## config.mk

```make
export PLATFORM = sky130hd
export DESIGN_NAME = pc_branch_sequencer
export DESIGN_NICKNAME = d
export VERILOG_FILES = /design/src/rtl/pc_branch_sequencer_pkg.sv /design/src/rtl/pc_return_stack.sv /design/src/rtl/pc_branch_sequencer.sv
export SDC_FILE = /design/constraint.sdc
export NUM_CORES = 1
export LEC_CHECK = 0
export CAP_MARGIN = 5
export CORE_MARGIN = 1
export CORE_UTILIZATION = 57
export CTS_BUF_LIST = sky130_fd_sc_hd__clkbuf_8
export DETAILED_ROUTE_END_ITERATION = 12
export GPL_ROUTABILITY_DRIVEN = 1
export PLACE_DENSITY = 0.95
export SLEW_MARGIN = 0
export SYNTH_ARGS = -nofsm -noshare
export SYNTH_HDL_FRONTEND = slang
export SYNTH_SLANG_ARGS = --single-unit
```

## constraint.sdc

```tcl
create_clock -name Clock -period 9.2 [get_ports Clock]
set_input_delay 1.84 -clock Clock [delete_from_list [all_inputs] [get_ports Clock]]
set_output_delay 1.84 -clock Clock [all_outputs]
set_load 0.05 [all_outputs]
```

## src/rtl/pc_branch_sequencer_pkg.sv

```systemverilog
// Shared CPU front-end definitions: sequencer states, PC step and branch offset width.
package pc_branch_sequencer_pkg;

  localparam logic [1:0] ST_RUN   = 2'd0;
  localparam logic [1:0] ST_PEND  = 2'd1;
  localparam logic [1:0] ST_REDIR = 2'd2;

  localparam int unsigned PcIncrement = 32'd4;
  localparam int unsigned OffsetBits  = 32'd16;

endpackage

```

## src/rtl/pc_return_stack.sv

```systemverilog
// Circular return-address stack; a push when full overwrites the oldest entry.
// Instantiated by pc_branch_sequencer only when PC_BRANCH_SEQUENCER_RETURN_STACK_EN is defined.
module pc_return_stack
  import pc_branch_sequencer_pkg::*;
#(
  parameter int NrOfBits = 32,
  parameter int RasDepth = 4
) (
  input  logic                Clock,
  input  logic                Reset,
  input  logic                push_i,
  input  logic                pop_i,
  input  logic [NrOfBits-1:0] push_addr_i,
  output logic [NrOfBits-1:0] top_o,
  output logic                empty_o
);

  localparam int PtrBits = $clog2(RasDepth);
  localparam int CntBits = $clog2(RasDepth + 1);

  logic [NrOfBits-1:0] mem_q [RasDepth];
  logic [PtrBits-1:0]  wptr_q, wptr_d;
  logic [CntBits-1:0]  cnt_q, cnt_d;
  logic                full_s;

  assign full_s  = (cnt_q == CntBits'(RasDepth));
  assign empty_o = (cnt_q == {CntBits{1'b0}});
  assign top_o   = mem_q[wptr_q - PtrBits'(1)];

  // Pointer and occupancy update; the count saturates so overwriting keeps the stack full.
  always_comb begin
    wptr_d = wptr_q;
    cnt_d  = cnt_q;
    if (push_i) begin
      wptr_d = wptr_q + PtrBits'(1);
      cnt_d  = full_s ? cnt_q : cnt_q + CntBits'(1);
    end else if (pop_i && !empty_o) begin
      wptr_d = wptr_q - PtrBits'(1);
      cnt_d  = cnt_q - CntBits'(1);
    end else begin
      wptr_d = wptr_q;
      cnt_d  = cnt_q;
    end
  end

  // Stack storage and pointers.
  always_ff @(posedge Clock or posedge Reset) begin
    if (Reset) begin
      wptr_q <= {PtrBits{1'b0}};
      cnt_q  <= {CntBits{1'b0}};
      for (int i = 0; i < RasDepth; i++) begin
        mem_q[i] <= {NrOfBits{1'b0}};
      end
    end else begin
      wptr_q <= wptr_d;
      cnt_q  <= cnt_d;
      if (push_i) begin
        mem_q[wptr_q] <= push_addr_i;
      end
    end
  end

endmodule

```

## src/rtl/pc_branch_sequencer.sv

```systemverilog
// Fetch PC sequencer with branch/jump/call/return redirect, stall handling and flush strobe.
// Define PC_BRANCH_SEQUENCER_RETURN_STACK_EN to compile in the return-address stack.
module pc_branch_sequencer
  import pc_branch_sequencer_pkg::*;
#(
  parameter int                  NrOfBits    = 32,
  parameter logic [NrOfBits-1:0] ResetVector = '0,
  parameter int                  RasDepth    = 4
) (
  input  logic                  Clock,
  input  logic                  Reset,
  input  logic                  Tick,
  input  logic                  Stall,
  input  logic                  BranchValid,
  input  logic                  BranchTaken,
  input  logic [NrOfBits-1:0]   BranchBase,
  input  logic [OffsetBits-1:0] BranchOffset,
  input  logic                  JumpValid,
  input  logic [NrOfBits-1:0]   JumpTarget,
  input  logic                  CallValid,
  input  logic                  RetValid,
  output logic [NrOfBits-1:0]   PC,
  output logic [NrOfBits-1:0]   BranchInstructionAddress,
  output logic                  BaLoad,
  output logic                  Flush,
  output logic                  RasEmpty
);

  logic [1:0]          state_q, state_d;
  logic [NrOfBits-1:0] pc_q, pc_d;
  logic [NrOfBits-1:0] bia_q, bia_d;
  logic [NrOfBits-1:0] pend_q, pend_d;
  logic                baload_q, baload_d;
  logic                flush_q, flush_d;

  logic [NrOfBits-1:0] pc_inc_s;
  logic [NrOfBits-1:0] offset_ext_s;
  logic [NrOfBits-1:0] branch_tgt_s;
  logic [NrOfBits-1:0] tgt_s;
  logic                req_s;
  logic                call_sel_s;
  logic                ret_sel_s;
  logic                ret_en_s;
  logic                accept_s;
  logic                ras_push_s;
  logic                ras_pop_s;
  logic [NrOfBits-1:0] ras_top_s;
  logic                ras_empty_s;

  assign pc_inc_s     = pc_q + NrOfBits'(PcIncrement);
  assign offset_ext_s = {{(NrOfBits-OffsetBits){BranchOffset[OffsetBits-1]}}, BranchOffset};
  assign branch_tgt_s = BranchBase + {offset_ext_s[NrOfBits-3:0], 2'b00};

  // Stack side effects happen only when a request is actually taken from RUN.
  assign accept_s   = Tick && (state_q == ST_RUN);
  assign ras_push_s = accept_s && call_sel_s;
  assign ras_pop_s  = accept_s && ret_sel_s;

`ifdef PC_BRANCH_SEQUENCER_RETURN_STACK_EN
  assign ret_en_s = RetValid;

  pc_return_stack #(
    .NrOfBits (NrOfBits),
    .RasDepth (RasDepth)
  ) u_ras (
    .Clock       (Clock),
    .Reset       (Reset),
    .push_i      (ras_push_s),
    .pop_i       (ras_pop_s),
    .push_addr_i (pc_inc_s),
    .top_o       (ras_top_s),
    .empty_o     (ras_empty_s)
  );
`else
  logic unused_ras_s;

  assign ret_en_s     = 1'b0;
  assign ras_top_s    = ResetVector;
  assign ras_empty_s  = 1'b1;
  assign unused_ras_s = RetValid ^ ras_push_s ^ ras_pop_s;
`endif

  assign RasEmpty = ras_empty_s;

  // Request arbitration: return > call > jump > taken branch.
  always_comb begin
    req_s      = 1'b0;
    call_sel_s = 1'b0;
    ret_sel_s  = 1'b0;
    tgt_s      = {NrOfBits{1'b0}};
    if (ret_en_s) begin
      req_s     = 1'b1;
      ret_sel_s = 1'b1;
      tgt_s     = ras_empty_s ? ResetVector : ras_top_s;
    end else if (CallValid) begin
      req_s      = 1'b1;
      call_sel_s = 1'b1;
      tgt_s      = JumpTarget;
    end else if (JumpValid) begin
      req_s = 1'b1;
      tgt_s = JumpTarget;
    end else if (BranchValid && BranchTaken) begin
      req_s = 1'b1;
      tgt_s = branch_tgt_s;
    end else begin
      req_s = 1'b0;
    end
  end

  // Sequencer next state; nothing moves on a cycle without Tick.
  always_comb begin
    state_d  = state_q;
    pc_d     = pc_q;
    bia_d    = bia_q;
    pend_d   = pend_q;
    baload_d = baload_q;
    flush_d  = flush_q;
    if (Tick) begin
      case (state_q)
        ST_RUN: begin
          flush_d = 1'b0;
          if (req_s && Stall) begin
            pend_d   = tgt_s;
            baload_d = 1'b0;
            state_d  = ST_PEND;
          end else if (req_s) begin
            pc_d     = tgt_s;
            bia_d    = tgt_s;
            baload_d = 1'b1;
            state_d  = ST_REDIR;
          end else begin
            baload_d = 1'b0;
            pc_d     = Stall ? pc_q : pc_inc_s;
          end
        end
        ST_PEND: begin
          flush_d = 1'b0;
          if (Stall) begin
            baload_d = 1'b0;
          end else begin
            pc_d     = pend_q;
            bia_d    = pend_q;
            pend_d   = {NrOfBits{1'b0}};
            baload_d = 1'b1;
            state_d  = ST_REDIR;
          end
        end
        ST_REDIR: begin
          baload_d = 1'b0;
          flush_d  = 1'b1;
          pc_d     = Stall ? pc_q : pc_inc_s;
          state_d  = ST_RUN;
        end
        default: begin
          baload_d = 1'b0;
          flush_d  = 1'b0;
          state_d  = ST_RUN;
        end
      endcase
    end else begin
      state_d = state_q;
    end
  end

  // State and output registers.
  always_ff @(posedge Clock or posedge Reset) begin
    if (Reset) begin
      state_q  <= ST_RUN;
      pc_q     <= ResetVector;
      bia_q    <= {NrOfBits{1'b0}};
      pend_q   <= {NrOfBits{1'b0}};
      baload_q <= 1'b0;
      flush_q  <= 1'b0;
    end else begin
      state_q  <= state_d;
      pc_q     <= pc_d;
      bia_q    <= bia_d;
      pend_q   <= pend_d;
      baload_q <= baload_d;
      flush_q  <= flush_d;
    end
  end

  assign PC                       = pc_q;
  assign BranchInstructionAddress = bia_q;
  assign BaLoad                   = baload_q;
  assign Flush                    = flush_q;

endmodule

```

==> impl_metrics.env <==
export IMPL_yosysWarnings=0
export IMPL_post_route_util_pct=74.0
export IMPL_cts_sinks=100
export IMPL_ios=156
export IMPL_met1_usage_pct=48.9
export IMPL_grt_pass1_vias=7322
export IMPL_top_usage_layer="met2"
export IMPL_power_density_nw_per_um2=298
export IMPL_avgSynthCellArea_um2=8.02
export IMPL_synth_edf_count=0
export IMPL_grt_pass1_wl_um=36900
export IMPL_cts_root_buf="clkbuf_8"
export IMPL_yosys_top_cells_count="147 x nand2_1, 103 x o21ai_0, 100 x dfrtp_1"
export IMPL_grt_max_degree=82
export IMPL_setup_violations=0
export IMPL_finalSetupTns_ns=0
export IMPL_core_um2=12200
export IMPL_ir_drop_mv=0.153
export IMPL_hold_buffers=0
export IMPL_fin_worst_skew_ns=0.0110
export IMPL_cp_start_kind="primary input"
export IMPL_overflow=0
export IMPL_n_antenna_cell=0
export IMPL_worst_hold_path_type="flop to flop"
export IMPL_vias=7998
export IMPL_fin_crit_sh_pct=55.7
export IMPL_post_cts_setup_buffer_count=0
export IMPL_synth_cells=908
export IMPL_dr_pass1_iters=9
export IMPL_worst_pin_slew_ns=1.04
export IMPL_clkTransAtPathRegs_ns=0.09
export IMPL_drt_iter0_drc=1265
export IMPL_final_hold_viol_count=0
export IMPL_grt_use_met3_pct=8.38
export IMPL_wl_um=23600
export IMPL_outcome="completed"
export IMPL_die_w_um=115
export IMPL_port_buffers=153
export IMPL_endpoint_kind="flop"
export IMPL_htreeDepth=3
export IMPL_maxCapViolations=0
export IMPL_grtUsageTotal_pct=36.3
export IMPL_ys_flop_type="dfrtp_1"
export IMPL_wire_per_inst_um=19.8
export IMPL_r2r_slack_ns=5.93
export IMPL_area_growth_pct=24.1
export IMPL_ys_seq_area_share_pct=34.4
export IMPL_max_freq_ghz=0.195
export IMPL_yosysMostFrequentCell="nand2_1"
export IMPL_synth_nets=1032
export IMPL_gp_congestion=0.932
export IMPL_yosysTopAreaCell="dfrtp_1"
export IMPL_cts_resized=0
export IMPL_slew_headroom_pct=30.9
export IMPL_rsz0062_at_grt="no"
export IMPL_vias_per_cell=6.70
export IMPL_synth_top_area_share_pct=34.4
export IMPL_cts_buffers=9
export IMPL_use_met2_pct=55.8
export IMPL_arrival_ns=5.43
export IMPL_post_route_min_period_ns=5.13
export IMPL_required_ns=9.51
export IMPL_final_layout_size_suffix_gt1_share_pct=3.70
export IMPL_cts_tree="built"
export IMPL_rows=40
export IMPL_cts_path_max_buffers=2
export IMPL_antenna_found_initial=0
export IMPL_critical_path_class="primary input to flop"
export IMPL_die_y_um=115
export IMPL_syn_cell_area_um2=7280
export IMPL_async_flop_share_pct=100
export IMPL_start_util_pct=59.6
export IMPL_ys_top_cells_by_area="dfrtp_1 34%, nand2_1 7.6%, o21ai_0 7.1%"
export IMPL_fin_nets=1145
export IMPL_nFillCells=907
export IMPL_drc=0
export IMPL_synth_distinct_cells=70
export IMPL_cp_max_fo=15
export IMPL_slew_viol_final=0
export IMPL_synth_seq_cells=100
export IMPL_die_area_um2=13200
export IMPL_cellLeakagePower_nw=3.81
export IMPL_post_dp_hpwl_um=17200
export IMPL_insertion_delay_ns=0.39
export IMPL_ant_nets=0
[layout make-up]
| type | instances | area (um2) | area share, % |
|---|---|---|---|
| tap | 168 | 210 | 2.32 |
| timing repair buffer | 162 | 1600 | 17.7 |
| clock buffer | 9 | 124 | 1.37 |
| sequential | 100 | 2500 | 27.7 |
| multi-input combinational | 732 | 4500 | 49.8 |
| clock inverter | 7 | 45.0 | 0.498 |
| inverter | 16 | 62.6 | 0.692 |
[through the flow]
step | hold slack [ns] | std cells | total power [W] | setup WS [ns] | cell area, um2
finish | 0.498 | 1194 | 0.00269 | 4.07 | 9040
global route | 0.526 | 1194 | 0.00282 | 3.80 | 9040
CTS | 0.494 | 1194 | 0.00266 | 4.15 | 9040
detailed placement | 0.473 | 1178 | 0.00240 | 3.78 | 8870
global placement | 0.461 | 1178 | 0.00235 | 3.83 | 8870
floorplan | 0.450 | 908 | 0.00186 | 4.74 | 7280
[worst max-delay path, cell delays in order]
cell and delay, ns:
clkdlybuf4s50_1 0.74, ha_1 0.58, a21oi_1 0.24, o21ai_0 0.11, a21o_1 0.17, and2_0 0.13, a211o_1 0.29, a2111oi_0 0.65
o31ai_1 0.27, a21o_1 0.22, a31oi_1 0.19
[cell usage in the layout (no fill, tap or decap), types with 6 or more instances in the layout]
cell             instances
nand3_1                 13
xor2_1                  21
dfrtp_1                100
or3_1                    9
o221ai_1                12
nand2_1                147
and3_1                  17
nor2b_1                  8
a31oi_1                 18
o21a_1                   7
xnor2_1                 23
o21ai_0                103
a21oi_1                 67
nor2_1                  60
buf_4                    9
a221o_1                  7
clkbuf_8                 9
clkdlybuf4s50_1        153
a21o_1                  17
nor3_1                  13
inv_1                   16
a41oi_1                  6
and2_1                  10
o31ai_1                  6
ha_1                    34
a221oi_1                12
a22oi_1                 20
nand4_1                 18
a211oi_1                 6
nand2b_1                 6
a22o_1                   7
[report_power, final]
part	total [W]	switching [W]	internal, W
logic	0.00158	0.00104	0.000541
registers	0.000853	0.000210	0.000643
clock network	0.000258	0.000161	0.0000967
[cell families (layout without fill, tap and decap cells)]
family / count (synthesis) / in the layout / synth area share, %
AO/OA/AOI/OAI: 323 / 323 / 28.7
AND/OR/NAND/NOR: 323 / 323 / 20.6
flip-flops: 100 / 100 / 34.4
buffers and inverters: 76 / 194 / 3.99
XOR/XNOR: 44 / 44 / 5.29
adder cells (fa/ha/maj): 35 / 35 / 6.12
multiplexers: 6 / 6 / 0.876
other: 1 / 1 / 0.0515
[per-layer routing]
metal | vias to the layer above | part of all wire (%)
li1 | 3566 | -
met1 | 3682 | 38
met2 | 631 | 44
met3 | 119 | 13
met4 | 0 | 4.9
met5 | - | 0
[registers in the layout, summed over array words and instances (netlist names)]
name                      count
state_q                       2
PC                           32
BranchInstructionAddress     32
pend_q                       32
Flush                         1
BaLoad                        1
[final timing paths]
path / startpoint / endpoint / cells past startpoint
max: BranchOffset[15] / BranchInstructionAddress[31] / 11
min: PC[0] / PC[0] / 2
max reg2reg: state_q[0] / PC[19] / 8
min reg2reg: PC[0] / PC[0] / 2
max in group asynchronous: Reset / BranchInstructionAddress[6] / 3
min in group asynchronous: Reset / BranchInstructionAddress[28] / 2
Note: power is estimated with default switching activity, not from simulation.
